File: config.mk
export PLATFORM = sky130hd
export DESIGN_NAME = control_pipeline_flat
export DESIGN_NICKNAME = d
export VERILOG_FILES = /design/src/rtl/ctrl_pkg.sv /design/src/rtl/control_pipeline_if.sv /design/src/rtl/control_decode.sv /design/src/rtl/control_pipeline.sv /design/src/flat_wrapper.sv
export SDC_FILE = /design/constraint.sdc
export NUM_CORES = 1
export LEC_CHECK = 0
export ABC_CLOCK_PERIOD_IN_PS = 2000
export CAP_MARGIN = 20
export CORE_UTILIZATION = 47
export CTS_BUF_LIST = sky130_fd_sc_hd__clkbuf_4
export CTS_CLUSTER_SIZE = 10
export DETAILED_ROUTE_END_ITERATION = 8
export PLACE_DENSITY = 0.84
export SETUP_SLACK_MARGIN = 0.5
export SLEW_MARGIN = 25
export SYNTH_ARGS = -nofsm -noshare
export SYNTH_HDL_FRONTEND = slang
export SYNTH_SLANG_ARGS = --single-unit
export TNS_END_PERCENT = 50
File: constraint.sdc
create_clock -name clk -period 2 [get_ports clk]
set_clock_uncertainty 0.2 [all_clocks]
set_input_delay 0.3 -clock clk [delete_from_list [all_inputs] [get_ports clk]]
set_output_delay 0.3 -clock clk [all_outputs]
set_load 0.03 [all_outputs]
File: src/rtl/ctrl_pkg.sv
// Shared types and opcode constants for the pipelined control unit.
package ctrl_pkg;

  localparam logic [6:0] OpR     = 7'b0110011;
  localparam logic [6:0] OpI     = 7'b0010011;
  localparam logic [6:0] OpLoad  = 7'b0000011;
  localparam logic [6:0] OpStore = 7'b0100011;
  localparam logic [6:0] OpBr    = 7'b1100011;
  localparam logic [6:0] OpJal   = 7'b1101111;
  localparam logic [6:0] OpJalr  = 7'b1100111;
  localparam logic [6:0] OpLui   = 7'b0110111;
  localparam logic [6:0] OpAuipc = 7'b0010111;

  typedef enum logic [1:0] {
    AluLdst   = 2'b00,
    AluBranch = 2'b01,
    AluRtype  = 2'b10,
    AluUtype  = 2'b11
  } alu_op_e;

  typedef struct packed {
    logic    alu_src;
    alu_op_e alu_op;
    logic    branch;
    logic    jal;
    logic    jalr;
    logic    mem_read;
    logic    mem_write;
    logic    mem_to_reg;
    logic    reg_write;
    logic    illegal;
  } ctrl_bundle_t;

  typedef enum logic [1:0] {
    StRun    = 2'b00,
    StDrain  = 2'b01,
    StHalted = 2'b10
  } halt_state_e;

endpackage

File: src/rtl/control_pipeline_if.sv
// ID-side inputs and per-stage control taps of the control pipeline.
interface control_pipeline_if;
  logic       id_valid;
  logic [6:0] id_opcode;
  logic       stall;
  logic       flush;
  logic       ex_alu_src;
  logic [1:0] ex_alu_op;
  logic       ex_branch;
  logic       ex_jal;
  logic       ex_jalr;
  logic       ex_mem_read;
  logic       ex_illegal;
  logic       mem_mem_read;
  logic       mem_mem_write;
  logic       wb_reg_write;
  logic       wb_mem_to_reg;
  logic       fetch_en;
  logic       halted;

  modport master (
    output id_valid, id_opcode, stall, flush,
    input  ex_alu_src, ex_alu_op, ex_branch, ex_jal, ex_jalr, ex_mem_read, ex_illegal,
    input  mem_mem_read, mem_mem_write, wb_reg_write, wb_mem_to_reg, fetch_en, halted
  );

  modport slave (
    input  id_valid, id_opcode, stall, flush,
    output ex_alu_src, ex_alu_op, ex_branch, ex_jal, ex_jalr, ex_mem_read, ex_illegal,
    output mem_mem_read, mem_mem_write, wb_reg_write, wb_mem_to_reg, fetch_en, halted
  );
endinterface

File: src/rtl/control_decode.sv
// Combinational opcode to control-bundle decoder.
module control_decode
  import ctrl_pkg::*;
#(
  parameter bit         EN_UTYPE    = 1'b1,
  parameter logic [6:0] HALT_OPCODE = 7'b1111111
) (
  input  logic [6:0]   opcode_i,
  output ctrl_bundle_t bundle_o
);

  always_comb begin
    bundle_o = '0;
    // HALT takes priority so it can never be flagged illegal.
    if (opcode_i != HALT_OPCODE) begin
      case (opcode_i)
        OpR: begin
          bundle_o.reg_write = 1'b1;
          bundle_o.alu_op    = AluRtype;
        end
        OpI: begin
          bundle_o.reg_write = 1'b1;
          bundle_o.alu_src   = 1'b1;
          bundle_o.alu_op    = AluRtype;
        end
        OpLoad: begin
          bundle_o.reg_write  = 1'b1;
          bundle_o.alu_src    = 1'b1;
          bundle_o.mem_read   = 1'b1;
          bundle_o.mem_to_reg = 1'b1;
        end
        OpStore: begin
          bundle_o.alu_src   = 1'b1;
          bundle_o.mem_write = 1'b1;
        end
        OpBr: begin
          bundle_o.branch = 1'b1;
          bundle_o.alu_op = AluBranch;
        end
        OpJal: begin
          bundle_o.jal       = 1'b1;
          bundle_o.reg_write = 1'b1;
        end
        OpJalr: begin
          bundle_o.jalr      = 1'b1;
          bundle_o.reg_write = 1'b1;
          bundle_o.alu_src   = 1'b1;
        end
        OpLui, OpAuipc: begin
          if (EN_UTYPE) begin
            bundle_o.reg_write = 1'b1;
            bundle_o.alu_src   = 1'b1;
            bundle_o.alu_op    = AluUtype;
          end else begin
            bundle_o.illegal = 1'b1;
          end
        end
        default: bundle_o.illegal = 1'b1;
      endcase
    end
  end

endmodule

File: src/rtl/control_pipeline.sv
// Control bundle pipeline (EX..WB) with stall bubbles, flush, and a HALT drain FSM.
module control_pipeline
  import ctrl_pkg::*;
#(
  parameter int unsigned N_STAGES    = 3,
  parameter int unsigned MEM_IDX     = 1,
  parameter bit          EN_UTYPE    = 1'b1,
  parameter logic [6:0]  HALT_OPCODE = 7'b1111111
) (
  input  logic               clk,
  input  logic               reset_n,
  control_pipeline_if.slave  bus
);

  localparam int unsigned CntW = $clog2(N_STAGES + 1);

  ctrl_bundle_t decoded;
  ctrl_bundle_t stage_q [N_STAGES];
  ctrl_bundle_t stage_d [N_STAGES];
  halt_state_e  state_q, state_d;
  logic [CntW-1:0] cnt_q, cnt_d;
  logic         accept;

  control_decode #(
    .EN_UTYPE    (EN_UTYPE),
    .HALT_OPCODE (HALT_OPCODE)
  ) u_decode (
    .opcode_i (bus.id_opcode),
    .bundle_o (decoded)
  );

  assign accept = bus.id_valid & ~bus.stall & ~bus.flush & (state_q == StRun);

  // The pipe always advances; a rejected ID slot becomes a zero bubble.
  always_comb begin
    stage_d[0] = accept ? decoded : '0;
    for (int unsigned k = 1; k < N_STAGES; k++) begin
      stage_d[k] = stage_q[k-1];
    end
  end

  always_comb begin
    state_d = state_q;
    cnt_d   = cnt_q;
    unique case (state_q)
      StRun: begin
        if (accept && (bus.id_opcode == HALT_OPCODE)) begin
          state_d = StDrain;
          cnt_d   = CntW'(N_STAGES);
        end
      end
      StDrain: begin
        cnt_d = cnt_q - CntW'(1);
        if (cnt_q == CntW'(1)) state_d = StHalted;
      end
      StHalted: ;
      default: state_d = StRun;
    endcase
  end

  always_ff @(posedge clk or negedge reset_n) begin
    if (!reset_n) begin
      for (int unsigned k = 0; k < N_STAGES; k++) begin
        stage_q[k] <= '0;
      end
      state_q <= StRun;
      cnt_q   <= '0;
    end else begin
      stage_q <= stage_d;
      state_q <= state_d;
      cnt_q   <= cnt_d;
    end
  end

  assign bus.ex_alu_src    = stage_q[0].alu_src;
  assign bus.ex_alu_op     = stage_q[0].alu_op;
  assign bus.ex_branch     = stage_q[0].branch;
  assign bus.ex_jal        = stage_q[0].jal;
  assign bus.ex_jalr       = stage_q[0].jalr;
  assign bus.ex_mem_read   = stage_q[0].mem_read;
  assign bus.ex_illegal    = stage_q[0].illegal;
  assign bus.mem_mem_read  = stage_q[MEM_IDX].mem_read;
  assign bus.mem_mem_write = stage_q[MEM_IDX].mem_write;
  assign bus.wb_reg_write  = stage_q[N_STAGES-1].reg_write;
  assign bus.wb_mem_to_reg = stage_q[N_STAGES-1].mem_to_reg;
  assign bus.fetch_en      = (state_q == StRun);
  assign bus.halted        = (state_q == StHalted);

endmodule

File: src/flat_wrapper.sv
// flat-port wrapper written by rule: the top's interface ports become plain ports
module control_pipeline_flat import ctrl_pkg::*;
#(
  parameter int unsigned N_STAGES    = 3,
  parameter int unsigned MEM_IDX     = 1,
  parameter bit          EN_UTYPE    = 1'b1,
  parameter logic [6:0]  HALT_OPCODE = 7'b1111111
)
  (clk, reset_n, bus_id_valid, bus_id_opcode, bus_stall, bus_flush, bus_ex_alu_src, bus_ex_alu_op, bus_ex_branch, bus_ex_jal, bus_ex_jalr, bus_ex_mem_read, bus_ex_illegal, bus_mem_mem_read, bus_mem_mem_write, bus_wb_reg_write, bus_wb_mem_to_reg, bus_fetch_en, bus_halted);
  control_pipeline_if bus_i ();
  input  logic clk;
  input  logic reset_n;
  input wire logic [$bits(bus_i.id_valid)-1:0] bus_id_valid;
  input wire logic [$bits(bus_i.id_opcode)-1:0] bus_id_opcode;
  input wire logic [$bits(bus_i.stall)-1:0] bus_stall;
  input wire logic [$bits(bus_i.flush)-1:0] bus_flush;
  output wire logic [$bits(bus_i.ex_alu_src)-1:0] bus_ex_alu_src;
  output wire logic [$bits(bus_i.ex_alu_op)-1:0] bus_ex_alu_op;
  output wire logic [$bits(bus_i.ex_branch)-1:0] bus_ex_branch;
  output wire logic [$bits(bus_i.ex_jal)-1:0] bus_ex_jal;
  output wire logic [$bits(bus_i.ex_jalr)-1:0] bus_ex_jalr;
  output wire logic [$bits(bus_i.ex_mem_read)-1:0] bus_ex_mem_read;
  output wire logic [$bits(bus_i.ex_illegal)-1:0] bus_ex_illegal;
  output wire logic [$bits(bus_i.mem_mem_read)-1:0] bus_mem_mem_read;
  output wire logic [$bits(bus_i.mem_mem_write)-1:0] bus_mem_mem_write;
  output wire logic [$bits(bus_i.wb_reg_write)-1:0] bus_wb_reg_write;
  output wire logic [$bits(bus_i.wb_mem_to_reg)-1:0] bus_wb_mem_to_reg;
  output wire logic [$bits(bus_i.fetch_en)-1:0] bus_fetch_en;
  output wire logic [$bits(bus_i.halted)-1:0] bus_halted;
  assign bus_i.id_valid = bus_id_valid;
  assign bus_i.id_opcode = bus_id_opcode;
  assign bus_i.stall = bus_stall;
  assign bus_i.flush = bus_flush;
  assign bus_ex_alu_src = bus_i.ex_alu_src;
  assign bus_ex_alu_op = bus_i.ex_alu_op;
  assign bus_ex_branch = bus_i.ex_branch;
  assign bus_ex_jal = bus_i.ex_jal;
  assign bus_ex_jalr = bus_i.ex_jalr;
  assign bus_ex_mem_read = bus_i.ex_mem_read;
  assign bus_ex_illegal = bus_i.ex_illegal;
  assign bus_mem_mem_read = bus_i.mem_mem_read;
  assign bus_mem_mem_write = bus_i.mem_mem_write;
  assign bus_wb_reg_write = bus_i.wb_reg_write;
  assign bus_wb_mem_to_reg = bus_i.wb_mem_to_reg;
  assign bus_fetch_en = bus_i.fetch_en;
  assign bus_halted = bus_i.halted;
  control_pipeline #(.N_STAGES(N_STAGES), .MEM_IDX(MEM_IDX), .EN_UTYPE(EN_UTYPE), .HALT_OPCODE(HALT_OPCODE)) u_core (.clk(clk), .reset_n(reset_n), .bus(bus_i));
endmodule
==> summary.txt <==
Power and ir drop
  – Logic pwr share: 0.121
  – Sw frac: 0.243
  – Leak Pwr: approximately 0.0006 µW
  – Cell-internal power: 497 µW
  – Power share of the clock group: 0.294
  – Pwr Total: roughly 660 µW
  – Reg power frac: 0.585
  – Power Density: approximately 500 nW/µm²
  – Worst IR Drop VDD: roughly 0.31 mV
  – Switch Pwr: roughly 160 µW

Placement
  – PortBufs: 25
  – DP Wirelength: ~1400 µm
  – Placer Congestion: between 0.8 and 0.9
  – Dpl ws: -230 ps
  – Cells after DPL: between 100 and 150

Worst setup path
  – Reg2reg path depth: 4
  – Worst Setup EP: u_core.stage_d[14]
  – CP startpoint kind: register
  – Flop-to-flop setup slack: ~80 ps
  – CP max FO: 5
  – Worst setup EP type: register
  – Critical path startpoint: u_core.state_q[1]
  – Critical path arrival: roughly 1900 ps
  – Worst r2r dst: u_core.stage_d[14]
  – Worst R2R Start: u_core.state_q[1]
  – WP data required: ~2000 ps
  – Kind of critical path: reg2reg

Drt
  – DRT iter0 DRCs: 23
  – DRC: 2
  – Pre-antenna DRT Iters: 6
  – Final ANT Viol Nets: 0
  – WL per Instance: ~18 µm
  – DR vias/cell: roughly 6
  – Final WL: 2270 µm
  – Via Count: between 700 and 800

Floorplanning
  – CORE AREA: 1560 µm²
  – Initial core utilization: 0.525
  – DIE WIDTH: 43.7 µm
  – Ports: 26
  – Die area: between 1500 and 2000 µm²
  – Row count: 14
  – Die Ht: between 40 and 50 µm

STA
  – Rel. slew slack: 0.726
  – Final period util: 0.960
  – Fmax: approximately 520 MHz
  – Slew @ Worst Pin: slightly above 400 ps
  – RSZ-0062 raised after global routing: yes
  – Setup slack after layout: 79.7 ps
  – Final Critical Period: approximately 1900 ps
  – Final setup violation count: 0
  – Hold Vio Cnt, Final: 0
  – Final hold slack: 119 ps
  – Max-slew violations: 0

Finish
  – Most frequent cells in the layout: dfrtp_1 (19), clkdlybuf4s50_1 (18), buf_4 (17)
  – Max FFs per register: 3
  – Area growth syn-to-layout: 61.8%
  – Nets@finish: roughly 120
  – Most common cell after layout, fill and taps aside: dfrtp_1
  – Number of diodes: 0
  – Multi-input gate area: 409 µm²
  – Layout cell share with drive strength beyond 1: 0.376
  – Layout Cells excl Fill: 125
  – Register area: 475 µm²
  – Filler cells: 86

Clock network
  – Clk_lat worst skew: 300 ps
  – Root buffer cell: clkbuf_4
  – CTS Hold Bufs: 0
  – CTS tree: done
  – CTS clk-pin slew, worst paths: around 110 ps
  – CTS Buf Count: 3
  – H-tree depth: 1
  – Clock sinks: 19
  – Clock buffer depth: 2

Synth
  – Asr flop ratio synth: 1.00
  – Mapped cell area: 818 µm²
  – Post-synth top area cell: dfrtp_1
  – Post-synth top area share: 0.581
  – Top cells by area, synth: dfrtp_1 (58%), nor4_1 (3.8%), a2111oi_2 (3.7%)
  – Post-synth cell types: 34
  – Avg Cell Area, Syn: 12.2 µm²
  – Most used DFF post-synth: dfrtp_1
  – Number of synthesized flops with an enable pin: 0
  – #FFs+latches synth: 19
  – Synth Instances: 67
  – Sequential share of the synthesized area: 0.581
  – Yosys Warn Count: 0
  – Synth Net Count: 80

Global route
  – GRT Util Overall: 0.248
  – GR Util met3: 0.0125
  – First-pass GRT wire length: about 3300 µm
  – Busiest layer in global routing: met2
  – Total grt overflow: 0
  – Vias in the first global route: 708
  – Met2 track demand over resource: 0.433
  – Pin count of the biggest net entering global routing: 20
  – M1 GR Usage: 0.298
  – Initial antenna violation count: 0

Worst hold path
  – Worst Hold Class: in2async

Outcome
  – Status: finished with violations
  – Failing checks: design-rule violations

Run
  – Max-cap viol count: 0
==> worst min path at each step <==
stage,end,cells past startpoint
final,u_core.stage_d[1],2
after global routing,u_core.stage_d[1],2
after CTS,u_core.bus.wb_mem_to_reg,2
after detailed placement,u_core.bus.mem_mem_write,0
after global placement,u_core.stage_d[1],0
after floorplan,u_core.bus.ex_alu_op[0],0
==> layer usage <==
metal / vias up / wire (µm)
met1: 370 / 903
met2: 43 / 1190
li1: 327 / -
met5: - / 0
met3: 3 / 134
met4: 0 / 34
==> worst max-delay path, cell delays in order, from the launching register on <==
cell and delay (ps):
dfrtp_1 400, or4b_4 520, or2_0 290, buf_2 230, nor4_4 180
==> Yosys cell counts, drive strengths merged (2+ instances only) <==
master and instances:
inv 3, dfrtp 19, o21ai 2, nor2 4
a2111oi 2, nor2b 2, nor3 2, or4 2
buf 3, nor4 6, nand2b 2
==> per-stage QoR <==
stage	cell area [µm²]	setup TNS, ps	utilization
finish	1320	0	0.849
global route	1320	0	0.849
CTS	1280	0	0.822
detailed placement	1170	-1890	0.752
global placement	1170	-1470	0.752
floorplan	850	0	-
==> cells by family after synthesis <==
logic type               after synthesis  synth area share
AO/OA/AOI/OAI                         10             0.110
adder cells (fa/ha/maj)                1            0.0153
buffers and inverters                  7            0.0428
flip-flops                            19             0.581
AND/OR/NAND/NOR                       30             0.251
==> power by group through the flow <==
stage	combinational, µW	sequential, µW	clock [µW]
after CTS	76.8	384	191
after global routing	84.7	384	211
after global placement	69.8	391	0
final	79.6	384	193
after floorplan	19.2	392	0
after detailed placement	73.3	391	0
==> area by class of cell <==
cell class | count | share of cell area
clock inverters | 1 | 0.00378
clock buffers | 3 | 0.0170
well taps | 16 | 0.0151
flip-flops and latches | 19 | 0.359
repair buffers | 42 | 0.287
multi-input cells | 41 | 0.309
inverters | 3 | 0.00851
==> repair_timing <==
action	in CTS	in global routing
pin swaps	1	1
setup endpoints to repair	27	26
gates resized for setup	24	10
setup buffers	3	2
cloned	0	1
Note: power is estimated with default switching activity, not from simulation.
